$ cat src/rtl/cpu_ctrl_pkg.sv
// rtl/cpu_ctrl_pkg.sv - shared types and defaults for the fetch/hazard control unit
package cpu_ctrl_pkg;

  localparam int DEF_ADDR_W = 16;
  localparam int DEF_REG_W  = 4;
  localparam int DEF_CNT_W  = 16;

  // Encoding loaded into IF/ID when it is flushed
  localparam logic [15:0] NOP = 16'h0000;

  typedef enum logic [1:0] {
    RUN      = 2'd0,
    LU_STALL = 2'd1,
    BR_FLUSH = 2'd2,
    HALTED   = 2'd3
  } state_t;

endpackage

$ cat src/rtl/if_hazard_ctrl_if.sv
// rtl/if_hazard_ctrl_if.sv - hazard inputs from ID/EX and fetch-stage control outputs
interface if_hazard_ctrl_if
  import cpu_ctrl_pkg::*;
#(
  parameter int ADDR_W = DEF_ADDR_W,
  parameter int REG_W  = DEF_REG_W,
  parameter int CNT_W  = DEF_CNT_W
);
  logic              IDEX_memRead;
  logic [REG_W-1:0]  IDEX_rd;
  logic [REG_W-1:0]  IFID_rs;
  logic [REG_W-1:0]  IFID_rt;
  logic              IFID_useRt;
  logic              IFID_halt;
  logic              branch_taken;
  logic [ADDR_W-1:0] branch_target;
  logic              mem_busy;

  logic              pcWrite;
  logic              pcSel;
  logic [ADDR_W-1:0] branchtoPC;
  logic              IFID_enable;
  logic              flush;
  logic              IDEX_bubble;
  logic              freeze;
  logic [1:0]        state;
  logic [CNT_W-1:0]  stall_cnt;
  logic [CNT_W-1:0]  flush_cnt;

  // master: the control unit; slave: the pipeline it steers
  modport master (
    input  IDEX_memRead, IDEX_rd, IFID_rs, IFID_rt, IFID_useRt, IFID_halt,
           branch_taken, branch_target, mem_busy,
    output pcWrite, pcSel, branchtoPC, IFID_enable, flush, IDEX_bubble, freeze,
           state, stall_cnt, flush_cnt
  );

  modport slave (
    output IDEX_memRead, IDEX_rd, IFID_rs, IFID_rt, IFID_useRt, IFID_halt,
           branch_taken, branch_target, mem_busy,
    input  pcWrite, pcSel, branchtoPC, IFID_enable, flush, IDEX_bubble, freeze,
           state, stall_cnt, flush_cnt
  );

endinterface

$ cat src/rtl/sat_counter.sv
// rtl/sat_counter.sv - up counter that sticks at all-ones
module sat_counter #(
  parameter int CNT_W = 16
) (
  input  logic             clk,
  input  logic             rst,
  input  logic             inc,
  output logic [CNT_W-1:0] count
);

  always_ff @(posedge clk or negedge rst) begin
    if (!rst) begin
      count <= '0;
    end else if (inc && (count != '1)) begin
      count <= count + {{(CNT_W-1){1'b0}}, 1'b1};
    end
  end

endmodule

$ cat src/rtl/if_hazard_ctrl.sv
// rtl/if_hazard_ctrl.sv - PC/IF-ID control: load-use stall, branch flush, halt, memory freeze
module if_hazard_ctrl
  import cpu_ctrl_pkg::*;
#(
  parameter int ADDR_W = DEF_ADDR_W,
  parameter int REG_W  = DEF_REG_W,
  parameter int CNT_W  = DEF_CNT_W
) (
  input logic              clk,
  input logic              rst,
  if_hazard_ctrl_if.master bus
);

  state_t state, stateNext;

  logic [REG_W-1:0]  exRd;
  logic [ADDR_W-1:0] target;
  logic loadUse;
  logic pcWriteC, pcSelC, ifidEnC, flushC, bubbleC, freezeC;
  logic stallInc, flushInc;

  assign exRd    = bus.IDEX_rd;
  assign target  = bus.branch_target;
  assign loadUse = bus.IDEX_memRead && (exRd != '0) &&
                   ((exRd == bus.IFID_rs) || (bus.IFID_useRt && (exRd == bus.IFID_rt)));

  always_ff @(posedge clk or negedge rst) begin
    if (!rst) begin
      state <= RUN;
    end else begin
      state <= stateNext;
    end
  end

  always_comb begin
    stateNext = state;
    pcWriteC  = 1'b0;
    pcSelC    = 1'b0;
    ifidEnC   = 1'b0;
    flushC    = 1'b0;
    bubbleC   = 1'b0;
    freezeC   = 1'b0;
    stallInc  = 1'b0;
    flushInc  = 1'b0;
    if (bus.mem_busy) begin
      freezeC  = 1'b1;
      stallInc = (state != HALTED);
    end else if (state == HALTED) begin
      bubbleC = 1'b1;
    end else if (bus.branch_taken) begin
      // ID holds a wrong-path instruction, so any halt/load-use there is moot
      pcWriteC  = 1'b1;
      pcSelC    = 1'b1;
      ifidEnC   = 1'b1;
      flushC    = 1'b1;
      bubbleC   = 1'b1;
      flushInc  = 1'b1;
      stateNext = BR_FLUSH;
    end else if (state == BR_FLUSH) begin
      // second slot: the registered imem still returns a wrong-path word
      pcWriteC  = 1'b1;
      ifidEnC   = 1'b1;
      flushC    = 1'b1;
      bubbleC   = 1'b1;
      stateNext = RUN;
    end else if ((state == RUN) && bus.IFID_halt) begin
      bubbleC   = 1'b1;
      stateNext = HALTED;
    end else if ((state == RUN) && loadUse) begin
      bubbleC   = 1'b1;
      stallInc  = 1'b1;
      stateNext = LU_STALL;
    end else begin
      pcWriteC  = 1'b1;
      ifidEnC   = 1'b1;
      stateNext = RUN;
    end
  end

  // Reset overrides outputs combinationally so they are safe before any edge
  assign bus.pcWrite     = rst & pcWriteC;
  assign bus.pcSel       = rst & pcSelC;
  assign bus.IFID_enable = rst & ifidEnC;
  assign bus.flush       = ~rst | flushC;
  assign bus.IDEX_bubble = ~rst | bubbleC;
  assign bus.freeze      = rst & freezeC;
  assign bus.branchtoPC  = bus.pcSel ? target : '0;
  assign bus.state       = state;

  sat_counter #(.CNT_W(CNT_W)) uStallCnt (
    .clk   (clk),
    .rst   (rst),
    .inc   (stallInc),
    .count (bus.stall_cnt)
  );

  sat_counter #(.CNT_W(CNT_W)) uFlushCnt (
    .clk   (clk),
    .rst   (rst),
    .inc   (flushInc),
    .count (bus.flush_cnt)
  );

endmodule

$ cat src/flat_wrapper.sv
// flat-port wrapper written by rule: the top's interface ports become plain ports
module if_hazard_ctrl_flat import cpu_ctrl_pkg::*;
#(
  parameter int ADDR_W = DEF_ADDR_W,
  parameter int REG_W  = DEF_REG_W,
  parameter int CNT_W  = DEF_CNT_W
)
  (clk, rst, bus_IDEX_memRead, bus_IDEX_rd, bus_IFID_rs, bus_IFID_rt, bus_IFID_useRt, bus_IFID_halt, bus_branch_taken, bus_branch_target, bus_mem_busy, bus_pcWrite, bus_pcSel, bus_branchtoPC, bus_IFID_enable, bus_flush, bus_IDEX_bubble, bus_freeze, bus_state, bus_stall_cnt, bus_flush_cnt);
  if_hazard_ctrl_if #(.ADDR_W(ADDR_W), .REG_W(REG_W), .CNT_W(CNT_W)) bus_i ();
  input logic clk;
  input logic rst;
  input wire logic [$bits(bus_i.IDEX_memRead)-1:0] bus_IDEX_memRead;
  input wire logic [$bits(bus_i.IDEX_rd)-1:0] bus_IDEX_rd;
  input wire logic [$bits(bus_i.IFID_rs)-1:0] bus_IFID_rs;
  input wire logic [$bits(bus_i.IFID_rt)-1:0] bus_IFID_rt;
  input wire logic [$bits(bus_i.IFID_useRt)-1:0] bus_IFID_useRt;
  input wire logic [$bits(bus_i.IFID_halt)-1:0] bus_IFID_halt;
  input wire logic [$bits(bus_i.branch_taken)-1:0] bus_branch_taken;
  input wire logic [$bits(bus_i.branch_target)-1:0] bus_branch_target;
  input wire logic [$bits(bus_i.mem_busy)-1:0] bus_mem_busy;
  output wire logic [$bits(bus_i.pcWrite)-1:0] bus_pcWrite;
  output wire logic [$bits(bus_i.pcSel)-1:0] bus_pcSel;
  output wire logic [$bits(bus_i.branchtoPC)-1:0] bus_branchtoPC;
  output wire logic [$bits(bus_i.IFID_enable)-1:0] bus_IFID_enable;
  output wire logic [$bits(bus_i.flush)-1:0] bus_flush;
  output wire logic [$bits(bus_i.IDEX_bubble)-1:0] bus_IDEX_bubble;
  output wire logic [$bits(bus_i.freeze)-1:0] bus_freeze;
  output wire logic [$bits(bus_i.state)-1:0] bus_state;
  output wire logic [$bits(bus_i.stall_cnt)-1:0] bus_stall_cnt;
  output wire logic [$bits(bus_i.flush_cnt)-1:0] bus_flush_cnt;
  assign bus_i.IDEX_memRead = bus_IDEX_memRead;
  assign bus_i.IDEX_rd = bus_IDEX_rd;
  assign bus_i.IFID_rs = bus_IFID_rs;
  assign bus_i.IFID_rt = bus_IFID_rt;
  assign bus_i.IFID_useRt = bus_IFID_useRt;
  assign bus_i.IFID_halt = bus_IFID_halt;
  assign bus_i.branch_taken = bus_branch_taken;
  assign bus_i.branch_target = bus_branch_target;
  assign bus_i.mem_busy = bus_mem_busy;
  assign bus_pcWrite = bus_i.pcWrite;
  assign bus_pcSel = bus_i.pcSel;
  assign bus_branchtoPC = bus_i.branchtoPC;
  assign bus_IFID_enable = bus_i.IFID_enable;
  assign bus_flush = bus_i.flush;
  assign bus_IDEX_bubble = bus_i.IDEX_bubble;
  assign bus_freeze = bus_i.freeze;
  assign bus_state = bus_i.state;
  assign bus_stall_cnt = bus_i.stall_cnt;
  assign bus_flush_cnt = bus_i.flush_cnt;
  if_hazard_ctrl #(.ADDR_W(ADDR_W), .REG_W(REG_W), .CNT_W(CNT_W)) u_core (.clk(clk), .rst(rst), .bus(bus_i));
endmodule
$ cat config.mk
export PLATFORM = sky130hd
export DESIGN_NAME = if_hazard_ctrl_flat
export DESIGN_NICKNAME = d
export VERILOG_FILES = /design/src/rtl/cpu_ctrl_pkg.sv /design/src/rtl/if_hazard_ctrl_if.sv /design/src/rtl/sat_counter.sv /design/src/rtl/if_hazard_ctrl.sv /design/src/flat_wrapper.sv
export SDC_FILE = /design/constraint.sdc
export NUM_CORES = 1
export LEC_CHECK = 0
export BUFFER_PORTS_ARGS = -buffer_cell sky130_fd_sc_hd__buf_2
export CELL_PAD_IN_SITES_DETAIL_PLACEMENT = 1
export CELL_PAD_IN_SITES_GLOBAL_PLACEMENT = 1
export CORE_MARGIN = 4
export CORE_UTILIZATION = 31
export CTS_CLUSTER_DIAMETER = 30
export DETAILED_ROUTE_END_ITERATION = 8
export PLACE_DENSITY = 0.75
export SLEW_MARGIN = 20
export SYNTH_ARGS = -nofsm -noshare
export SYNTH_HDL_FRONTEND = slang
export SYNTH_SLANG_ARGS = --single-unit
$ cat constraint.sdc
create_clock -name clk -period 2.4 [get_ports clk]
set_input_delay 0.36 -clock clk [delete_from_list [all_inputs] [get_ports clk]]
set_output_delay 0.36 -clock clk [all_outputs]
set_load 0.05 [all_outputs]
==> flow_summary.ini <==
[route]
drt_iter0_drc = 17
vias_per_cell = 4.84
dr.pass1.iters = 4
drc = 0
wl_mm = 5.55
drtAntennaViolNets = 0
wire_per_inst_microns = 14.7
num_vias = 1829

[global_route]
grt_usage_pct = 15.1
antenna_found_initial = 0
grt_max_degree = 29
grtUsageMet1_pct = 17.3
use_met3_pct = 3.88
busiest_layer = met2
overflow = 0
grt_pass1_vias = 1939
grt_pass1_wl_mm = 9.14
met2_usage_pct = 27.3

[sta]
finalSetupViolCount = 3
maxSlewViolCount = 0
holdWs_ns = 0.0348
rsz0062_at_grt = yes
period_share_pct = 106
final_hold_viol_count = 0
max_freq_ghz = 0.394
skew_ns = 0.00752
slew_headroom_pct = 60.5
setup_ws_ns = -0.141
post-route-min-period_ns = 2.54
worst_pin_slew_ns = 0.592

[logic_synthesis]
yosys.area_share.simple_pct = 29.5
synth_enable_flop_cells = 0
yosysMostFrequentCell = dfrtp_1
syn_nets = 234
synth_top_family_by_area = simple AND/OR/NAND/NOR gates
synthFlopType = dfrtp_1
synth_xor_area_share_pct = 17.0
synth_area_sq_um = 1950
synth_top_area_share_pct = 43.6
postSynthAreaPerCell_sq_um = 9.91
ys_seq_area_share_pct = 43.6
netlist-cell-type-count = 37
synthAdderAreaFrac_pct = 1.28
synth_area_leaders = dfrtp_1 44%, xnor2_1 9.0%, xor2_1 8.1%
syn_inst = 197
yosys-top-cells-count = 34 x dfrtp_1, 20 x xnor2_1, 18 x and2_1, 18 x xor2_1, 17 x nand2_1
synth.largest_area_cell = dfrtp_1
synth_mux_area_share_pct = 1.15
synth_compound_area_share_pct = 4.61
ys_warn_count = 0
synth_seq_cells = 34
async_flop_share_pct = 100

[setup_path]
critPathLaunchType = flop
r2r-start = u_core.bus.state[0]$_DFFE_PN0P_
reg2reg_to = u_core.uStallCnt.count[1]$_DFFE_PN0P_
reg2reg_slack_ns = 0.08
worstSetupPathType = reg -> out
required_ns = 2.04
cp_max_fo = 4
cp-end-kind = primary output
arrival_ns = 2.18
reg2reg_depth = 5
cp-startpoint = u_core.bus.state[0]$_DFFE_PN0P_

[placed_design]
io_buffers = 90
dp_hpwl_mm = 4.34
place_area_sq_um = 2610
gp_congestion = 0.768

[cts]
cts_tree = done
clkSlewWorstSetupHoldPaths_ns = 0.08
cts_root_buffer = clkbuf_8
clk_latency_ns = 0.28
holdBufCountCts = 0
cts_buffers = 5
cts.sinks = 34
cts_max_path_buffers = 2
ctsHtreeMaxLevel = 2

[floorplan]
chipHeight_microns = 87.4
dieArea_sq_um = 7630
core_area_sq_um = 6030
die-width_microns = 87.4
rows = 28
io_pins = 91
start_util_pct = 32.4

[power]
peakVddDrop_uv = 499
power_density_nw_per_um2 = 871
leakagePower_nw = 1.32

[run_status]
violations = negative setup slack
status = complete, but fails checks

[layout]
regArea_sq_um = 853
fillCellCount = 733
drive_above_1_share_pct = 44.6
syn_to_final_growth_pct = 42.7
postLayoutCellArea_sq_um = 2790
multiInputGateArea_sq_um = 1150
n_antenna_cell = 0
fin_nets = 339

[worst_hold_path]
hp-class = in -> async

[job]
drv_cap = 0
==> power breakdown <==
part | internal, mW | switching (mW)
Clock | 0.231 | 0.221
Combinational | 0.309 | 0.809
Sequential | 0.702 | 0.154
Total | 1.24 | 1.18
==> per-stage QoR <==
stage | power (mW) | setup WS [ns] | setup TNS (ns) | util (%) | instances
3_5_place_dp | 1.98 | -0.109 | -0.109 | 43.3 | 368
6_report | 2.43 | -0.141 | -0.388 | 46.2 | 378
3_3_place_gp | 1.95 | 0.0491 | 0 | 43.3 | 368
4_1_cts | 2.45 | -0.146 | -0.416 | 45.5 | 377
5_1_grt | 2.57 | -0.218 | -0.674 | 46.2 | 378
2_1_floorplan | 1.66 | -0.0782 | -0.0800 | - | 197
==> flip-flops by register name, indices dropped and copies added, names as in the netlist <==
name	flops
u_core.uFlushCnt.count	16
u_core.bus.state	2
u_core.uStallCnt.count	16
==> layout make-up <==
class                   count  area share (%)
clock inverters             2           0.449
well taps                  75            3.37
clock buffers               6            2.96
repair buffers            103            20.3
multi-input cells         151            41.3
inverters                   7           0.943
flip-flops and latches     34            30.6
==> worst max path at each step <==
stage                                             to  slack, ns  depth (start not counted)
6_report                                 bus_pcWrite      -0.14                          6
5_1_grt                                  bus_pcWrite      -0.22                          6
4_1_cts                                  bus_pcWrite      -0.15                          6
3_5_place_dp                         bus_IDEX_bubble      -0.11                          7
3_3_place_gp   u_core.uStallCnt.count[1]$_DFFE_PN0P_       0.05                          6
2_1_floorplan                        bus_IDEX_bubble      -0.08                          5
==> kinds of logic (layout without fill, tap and decap cells) <==
logic type               Yosys count  in the layout
buffers and inverters             12            118
multiplexers                       2              2
AND/OR/NAND/NOR                   97             97
XOR/XNOR                          38             38
flip-flops                        34             34
AO/OA/AOI/OAI                     12             12
adder cells (fa/ha/maj)            2              2
==> worst max-delay path, cell delays in order, from the launching register on <==
cell      delay (ns)
dfrtp_2         0.40
or3b_4          0.41
or4b_4          0.51
o22ai_4         0.14
o21bai_1        0.12
and3_4          0.18
buf_6           0.15
==> routing by layer <==
layer / up-vias / wire length (microns)
met4: 0 / 60
met2: 54 / 2950
li1: 888 / -
met5: - / 0
met3: 6 / 290
met1: 881 / 2250
==> what timing repair did <==
item	in CTS	in global routing
gates resized for setup	8	7
buffers inserted	1	1
pin swaps	1	1
endpoints found under the setup margin	4	24
gates cloned	0	0
==> cells in the final DEF (no fill, tap or decap), drive strengths merged, types with 3 or more instances in the layout <==
cell type / instances
nand3: 11
inv: 7
dfrtp: 34
xnor2: 20
clkbuf: 6
nand2: 17
o21ai: 4
nand4: 6
and3: 4
nor3b: 3
nor2: 12
and2: 18
buf: 103
nor3: 6
xor2: 18
nor4: 10
(Power assumes the default switching activity.)
